==> src/rtl/pipeline_perf_monitor_if.sv <==
// Strobe and display bus between the CPU core / board switches and the
// performance monitor. The core side drives events; the monitor returns the display word.
interface pipeline_perf_monitor_if #(
  parameter int CNT_W = 32
);
  logic             pc_enable;
  logic             jmp;
  logic             branchif;
  logic             load_use;
  logic             show_valid;
  logic [CNT_W-1:0] leddata_in;
  logic             clr;
  logic [1:0]       select;
  logic             show_load_use;
  logic [CNT_W-1:0] leddata_out;

  modport master (
    output pc_enable,
    output jmp,
    output branchif,
    output load_use,
    output show_valid,
    output leddata_in,
    output clr,
    output select,
    output show_load_use,
    input  leddata_out
  );

  modport slave (
    input  pc_enable,
    input  jmp,
    input  branchif,
    input  load_use,
    input  show_valid,
    input  leddata_in,
    input  clr,
    input  select,
    input  show_load_use,
    output leddata_out
  );
endinterface

==> src/rtl/pipeline_perf_monitor.sv <==
// Saturating cycle/jump/branch/load-use counters plus the syscall display
// register, multiplexed by the board switches into a registered display word.
module pipeline_perf_monitor #(
  parameter int CNT_W = 32
) (
  input  logic                  clk,
  input  logic                  CPU_RESETN,
  pipeline_perf_monitor_if.slave mon
);

  localparam logic [CNT_W-1:0] CNT_MAX = '1;
  localparam logic [CNT_W-1:0] CNT_ONE = {{(CNT_W-1){1'b0}}, 1'b1};

  function automatic logic [CNT_W-1:0] sat_inc(input logic [CNT_W-1:0] cnt,
                                               input logic             en);
    if (en && (cnt != CNT_MAX)) begin
      return cnt + CNT_ONE;
    end
    return cnt;
  endfunction

  logic             inc_cyc;
  logic             inc_jmp;
  logic             inc_br;
  logic             inc_lu;
  logic [CNT_W-1:0] cyc_cnt;
  logic [CNT_W-1:0] jmp_cnt;
  logic [CNT_W-1:0] br_cnt;
  logic [CNT_W-1:0] lu_cnt;
  logic [CNT_W-1:0] show_reg;
  logic [CNT_W-1:0] src_sel;
  logic [CNT_W-1:0] leddata_p1;

  // A halted pipeline freezes every event counter, regardless of stray strobes.
  always_comb begin
    inc_cyc = mon.pc_enable;
    inc_jmp = mon.pc_enable & mon.jmp;
    inc_br  = mon.pc_enable & mon.branchif;
    inc_lu  = mon.pc_enable & mon.load_use;
  end

  // Stage p0: accumulators and display capture (clr > increment > hold)
  always_ff @(posedge clk or negedge CPU_RESETN) begin
    if (!CPU_RESETN) begin
      cyc_cnt  <= '0;
      jmp_cnt  <= '0;
      br_cnt   <= '0;
      lu_cnt   <= '0;
      show_reg <= '0;
    end else if (mon.clr) begin
      cyc_cnt  <= '0;
      jmp_cnt  <= '0;
      br_cnt   <= '0;
      lu_cnt   <= '0;
      show_reg <= '0;
    end else begin
      cyc_cnt <= sat_inc(cyc_cnt, inc_cyc);
      jmp_cnt <= sat_inc(jmp_cnt, inc_jmp);
      br_cnt  <= sat_inc(br_cnt, inc_br);
      lu_cnt  <= sat_inc(lu_cnt, inc_lu);
      // The halting syscall sits in WB, so capture ignores pc_enable.
      if (mon.show_valid) begin
        show_reg <= mon.leddata_in;
      end
    end
  end

  always_comb begin
    src_sel = show_reg;
    case (mon.select)
      2'b00:   src_sel = mon.show_load_use ? lu_cnt : show_reg;
      2'b01:   src_sel = cyc_cnt;
      2'b10:   src_sel = jmp_cnt;
      default: src_sel = br_cnt;
    endcase
  end

  // Stage p1: registered display word, so switch changes never glitch the driver
  always_ff @(posedge clk or negedge CPU_RESETN) begin
    if (!CPU_RESETN) begin
      leddata_p1 <= '0;
    end else begin
      leddata_p1 <= src_sel;
    end
  end

  assign mon.leddata_out = leddata_p1;

endmodule

==> src/flat_wrapper.sv <==
// flat-port wrapper written by rule: the top's interface ports become plain ports
module pipeline_perf_monitor_flat 
#(
  parameter int CNT_W = 32
)
  (clk, CPU_RESETN, mon_pc_enable, mon_jmp, mon_branchif, mon_load_use, mon_show_valid, mon_leddata_in, mon_clr, mon_select, mon_show_load_use, mon_leddata_out);
  pipeline_perf_monitor_if #(.CNT_W(CNT_W)) mon_i ();
  input  logic clk;
  input  logic CPU_RESETN;
  input wire logic [$bits(mon_i.pc_enable)-1:0] mon_pc_enable;
  input wire logic [$bits(mon_i.jmp)-1:0] mon_jmp;
  input wire logic [$bits(mon_i.branchif)-1:0] mon_branchif;
  input wire logic [$bits(mon_i.load_use)-1:0] mon_load_use;
  input wire logic [$bits(mon_i.show_valid)-1:0] mon_show_valid;
  input wire logic [$bits(mon_i.leddata_in)-1:0] mon_leddata_in;
  input wire logic [$bits(mon_i.clr)-1:0] mon_clr;
  input wire logic [$bits(mon_i.select)-1:0] mon_select;
  input wire logic [$bits(mon_i.show_load_use)-1:0] mon_show_load_use;
  output wire logic [$bits(mon_i.leddata_out)-1:0] mon_leddata_out;
  assign mon_i.pc_enable = mon_pc_enable;
  assign mon_i.jmp = mon_jmp;
  assign mon_i.branchif = mon_branchif;
  assign mon_i.load_use = mon_load_use;
  assign mon_i.show_valid = mon_show_valid;
  assign mon_i.leddata_in = mon_leddata_in;
  assign mon_i.clr = mon_clr;
  assign mon_i.select = mon_select;
  assign mon_i.show_load_use = mon_show_load_use;
  assign mon_leddata_out = mon_i.leddata_out;
  pipeline_perf_monitor #(.CNT_W(CNT_W)) u_core (.clk(clk), .CPU_RESETN(CPU_RESETN), .mon(mon_i));
endmodule
==> config.mk <==
export PLATFORM = sky130hd
export DESIGN_NAME = pipeline_perf_monitor_flat
export DESIGN_NICKNAME = d
export VERILOG_FILES = /design/src/rtl/pipeline_perf_monitor_if.sv /design/src/rtl/pipeline_perf_monitor.sv /design/src/flat_wrapper.sv
export SDC_FILE = /design/constraint.sdc
export NUM_CORES = 1
export LEC_CHECK = 0
export BUFFER_PORTS_ARGS = -buffer_cell sky130_fd_sc_hd__buf_4
export CAP_MARGIN = 20
export CORE_UTILIZATION = 45
export CTS_BUF_LIST = sky130_fd_sc_hd__clkbuf_8 sky130_fd_sc_hd__clkbuf_16
export CTS_CLUSTER_SIZE = 10
export DETAILED_ROUTE_END_ITERATION = 7
export PLACE_DENSITY = 0.59
export SKIP_CTS_REPAIR_TIMING = 1
export SLEW_MARGIN = 20
export SYNTH_ARGS = -nofsm -noshare
export SYNTH_HDL_FRONTEND = slang
export SYNTH_SLANG_ARGS = --single-unit
==> constraint.sdc <==
create_clock -name clk -period 4.56 [get_ports clk]
set_input_delay 0 -clock clk [delete_from_list [all_inputs] [get_ports clk]]
set_output_delay 0 -clock clk [all_outputs]
set_load 0.03 [all_outputs]
# Yosys cells after proc, flatten, opt, wreduce, memory -nomap -nowiden
# Index checks and enable logic that the tools add are counted.
[totals]
register_bits = 192
inputBits = 43
out_inout_bits = 32
word_cells = 53
[op_classes]
n_addsub = 4
eq_ne = 6
mux = 24
bitwise_logic = 3
n_reduce_logical = 10
[op_table]
columns = ["cell", "count"]
rows = [
  ["$mux W32", 15],
  ["$add A32 B1 Y32 const B", 4],
  ["$ne A32 B32 Y1 const B", 4],
  ["$pmux W32 S3", 1],
  ["$reduce_bool A2 Y1", 5],
  ["$mux W1", 8],
  ["$logic_and A1 B1 Y1", 4],
  ["$and A1 B1 Y1", 3],
  ["$eq A2 B1 Y1 const B", 1],
  ["$eq A2 B2 Y1 const B", 1],
  ["$logic_not A2 Y1", 1],
]

# Longest topological paths before layout
[depth]
depth_word = 6
mapped_depth = 8
ltp_nobuf = 6

# Worst setup path after synthesis
# No wires, ideal clock.
[synth_timing]
kind = "register to register"
start = "register u_core.br_cnt[0]"
end = "register u_core.br_cnt[1]"
setup_time_ps = 132
arrival_time_ps = 2114
required_time_ps = 4428
path_slack_ps = 2314
stages_incl_launch_ff = 9
n_path_buf = 2
period_less_slack_ps = 2246
path_cell_list = "dfrtp_1 > ha_1 > nand4_1 > or4_4 > o31ai_4 > buf_4 > buf_6 > mux2i_1 > nor2_1"
[synth_via]
elab_chain_cells = 5
word_cells_on_any_way = 9
classes_between = "add/sub: 1; eq/ne: 1; mux: 5; reduce/logical: 2"
[synth_lines]
columns = ["item", "line_no", "text"]
rows = [
  ["start, declared", "pipeline_perf_monitor.sv:28", "logic [CNT_W-1:0] br_cnt;"],
  ["start signal, assigned", "pipeline_perf_monitor.sv:59", "br_cnt <= sat_inc(br_cnt, inc_br);"],
  ["parallel branches: the longest is 5 deep, another holds $add A32 B1 Y32", "-", ""],
]
# Several ways; the timed one is not identified. The select of a mux whose other input is x is not followed.
# A chain may end at the register's enable or synchronous reset.

# Final worst setup path
[layout_timing]
start = "register u_core.lu_cnt[23]"
end = "register u_core.lu_cnt[8]"
[layout_via]
elab_chain_cells = 5
[layout_lines]
columns = ["item", "line_no", "text"]
rows = [
  ["start, declared", "pipeline_perf_monitor.sv:29", "logic [CNT_W-1:0] lu_cnt;"],
  ["start signal, assigned", "pipeline_perf_monitor.sv:60", "lu_cnt <= sat_inc(lu_cnt, inc_lu);"],
  ["$ne A32 B32 Y1", "pipeline_perf_monitor.sv:16", "if (en && (cnt != CNT_MAX)) begin"],
  ["$logic_and A1 B1 Y1", "pipeline_perf_monitor.sv:16", ""],
  ["$mux W1", "pipeline_perf_monitor.sv:16", ""],
  ["$mux W1", "pipeline_perf_monitor.sv:50", "end else if (mon.clr) begin"],
  ["$reduce_bool A2 Y1 (no source line)", "-", ""],
]
# No other way between the ends. The select of a mux whose other input is x is not followed.

==> impl_metrics.csv <==
group,metric,value,unit
setup_path,crit_path_start,"u_core.lu_cnt[23]",
sta,hold_viol,0,
synth,synth_area_leaders,"dfrtp_1, mux4_2, a21oi_1, or3_1, mux2i_1",
setup_path,critPathRequiredTime,4.91,ns
cells_and_area,layout_common_cells,"dfrtp_1, a21oi_1, buf_4",
placed_design,dpl_cell_area,0.0112,mm2
route,drc,0,
die,core-area,0.0227,mm2
setup_path,cp-end-kind,"flop",
sta,slew_headroom,30.3,%
route,totalWireLength,29200,um
die,die-area,0.0239,mm2
setup_path,start_kind,"flop",
run,maxCapViolCount,0,
sta,period_needed,2.75,ns
sta,skew,0.0115,ns
placed_design,dp_hpwl,20100,um
global_routing,gr-usage-all-layers,25.5,%
placed_design,dp.cells,1336,
cells_and_area,final_common_cell,"dfrtp_1",
power,power,3.61,mW
global_routing,grt_pass1_vias,8007,
cells_and_area,nFillCells,2036,
setup_path,cp_data_arrival_time,3.10,ns
synth,syn_area_per_cell,10.2,um2
die,start_util,46.1,%
power,p_leak,4.95,nW
clock_network,cts.path.max_buffers,2,
global_routing,overflow,0,
clock_network,clk_pin_slew,0.07,ns
clock_network,cts_tree,"yes",
route,first_pass_iters,6,
synth,synthCells,1028,
sta,worst_pin_slew,1.04,ns
power,vdd_ir_drop_max,0.240,mV
route,wire_per_inst,20.8,um
synth,netlist_area,0.0105,mm2
global_routing,grt_pass1_wl,46400,um
route,vias,8722,
sta,setup_tns,0,ns
synth,synth_warnings,0,
cells_and_area,syn2layout_area_growth,16.1,%
clock_network,numCtsBuffers,17,
placed_design,portBuffers,74,
sta,max_freq,363,MHz
synth,synth_seq_area_share,45.8,%
setup_path,crit_type,"flop to flop",
cells_and_area,multiInputGateArea,0.00539,mm2
sta,final_max_slew_viol_count,0,
setup_path,critical_path.slowest_cell,"and4b_1",
min_path,hold_path.class,"input port to flop",
status,status,"complete, no violations",
synth,yosysUniqueCellTypes,58,
cells_and_area,regArea,0.00480,mm2
setup_path,slowest_delay,0.93,ns
power,powerDensity,296,mW/mm2
die,ioPinCount,75,
placed_design,gp_congestion,0.877,
clock_network,clkLatencyLatePin,0.44,ns
synth,syn_nets,1075,
synth,async_reset_ff_share,100,%
clock_network,cts_root_buffer,"clkbuf_16",
setup_path,timing.rr.start,"u_core.lu_cnt[23]",
cells_and_area,diodes,0,
cells_and_area,design_area,0.0122,mm2
cells_and_area,fin_cells,1402,
setup_path,worst-path-buf-inv,0,
route,antenna_left,0,
synth,synth_edf_count,0,
route,drt_iter0_drc,685,
clock_network,cts_sinks,192,
route,via_per_inst,6.22,
cells_and_area,final_nets,1151,
setup_path,critical_path.top_delay_family,"simple AND/OR/NAND/NOR gates",
setup_path,cp_cell_sequence,"nand4_1 > nor3_1 > and4b_1 > o21ai_0 > a21oi_1",
clock_network,htreeDepth,4,
die,fp.dieW,155,um
sta,finalSetupViolations,0,
die,num_rows,55,
synth,synth_area_leader_cell,"dfrtp_1",
sta,fin_hold_ws,0.0138,ns
min_path,min-delay-start,"mon_clr",
sta,rsz0062_at_grt,"no",
cells_and_area,drive_above_1_share,17.0,%
die,die_y,155,um
global_routing,antenna_found_initial,0,
setup_path,critPathMaxFanout,36,
synth,ys.flop_type,"dfrtp_1",
sta,period_share,60.4,%
synth,synth_top_area_share,45.8,%
global_routing,grt_max_degree,109,
synth,ys_ff_latch,192,
[per-stage QoR]
| stage | setup slack (ns) | util, % |
|---|---|---|
| global placement | 1.88 | 49.4 |
| finish | 1.81 | 53.6 |
| detailed placement | 1.87 | 49.4 |
| floorplan | 2.31 | - |
| global route | 1.66 | 53.6 |
| CTS | 1.84 | 52.1 |
[final cells by class]
type                            count  share of cell area (%)
Clock buffer                       18                    3.61
Clock inverter                     14                    1.45
Inverter                           10                   0.308
Multi-Input combinational cell    768                    44.3
Sequential cell                   192                    39.5
Tap cell                          285                    2.93
Timing Repair Buffer              115                    7.95
[worst register-to-register path: stages (launching register included)]
cell and delay [ns]:
dfrtp_1 0.45, nand4_1 0.43, nor3_1 0.43, and4b_1 0.93
o21ai_0 0.24, a21oi_1 0.20
[final timing paths]
kind / endpoint / slack [ns] / depth (start not counted)
max in group asynchronous: u_core.mon.leddata_out[31] / 3.33 / 3
setup reg to reg: u_core.lu_cnt[8] / 1.81 / 5
min in group asynchronous: u_core.show_reg[2] / 0.24 / 2
hold reg to reg: u_core.lu_cnt[31] / 0.51 / 1
setup / recovery: u_core.lu_cnt[8] / 1.81 / 5
hold / removal: u_core.show_reg[23] / 0.01 / 2
[layer usage]
metal / GRT usage (%) / up-vias / share of wire, %
met1: 37.7 / 4402 / 47
met4: 5.89 / 0 / 1.5
met5: 0 / - / 0
met3: 4.43 / 22 / 4.9
li1: - / 4068 / -
met2: 38.9 / 230 / 46
[power breakdown]
group	internal (mW)	switching, mW
logic	0.108	0.156
registers	1.73	0.0192
clock network	0.889	0.708
total	2.72	0.883
[cell usage after synthesis, types with 4 or more instances]
| library cell | count |
|---|---|
| ha_1 | 4 |
| o31ai_1 | 37 |
| or4_1 | 35 |
| mux2i_1 | 35 |
| dfrtp_1 | 192 |
| and4_1 | 9 |
| a21oi_1 | 96 |
| and3_1 | 11 |
| inv_1 | 10 |
| mux2_1 | 23 |
| buf_1 | 10 |
| and4_2 | 4 |
| buf_2 | 6 |
| or2_2 | 5 |
| mux4_2 | 31 |
| o21a_1 | 4 |
| o21ai_0 | 45 |
| nor3_1 | 12 |
| nand4_1 | 39 |
| nor2_1 | 76 |
| nand3_1 | 52 |
| xor2_1 | 7 |
| o211ai_1 | 6 |
| nor4_1 | 17 |
| and2_1 | 9 |
| or3_1 | 64 |
| o21ai_1 | 14 |
| mux2_2 | 21 |
| nand2_1 | 65 |
| clkbuf_1 | 36 |
| nor2b_1 | 12 |
[cell families (layout without fill, tap and decap cells)]
kind of cell,after synthesis,in the layout,share of synthesized area [%]
muxes,112,112,15.1
adders and majority gates,4,4,0.478
DFF,192,192,45.8
AOI/OAI and AO/OA,214,214,12.0
xor gates and xnor gates,9,9,0.752
buffers and inverters,68,157,2.83
and+or+nand+nor,429,429,22.9
Power figures use the tool's default switching activity.
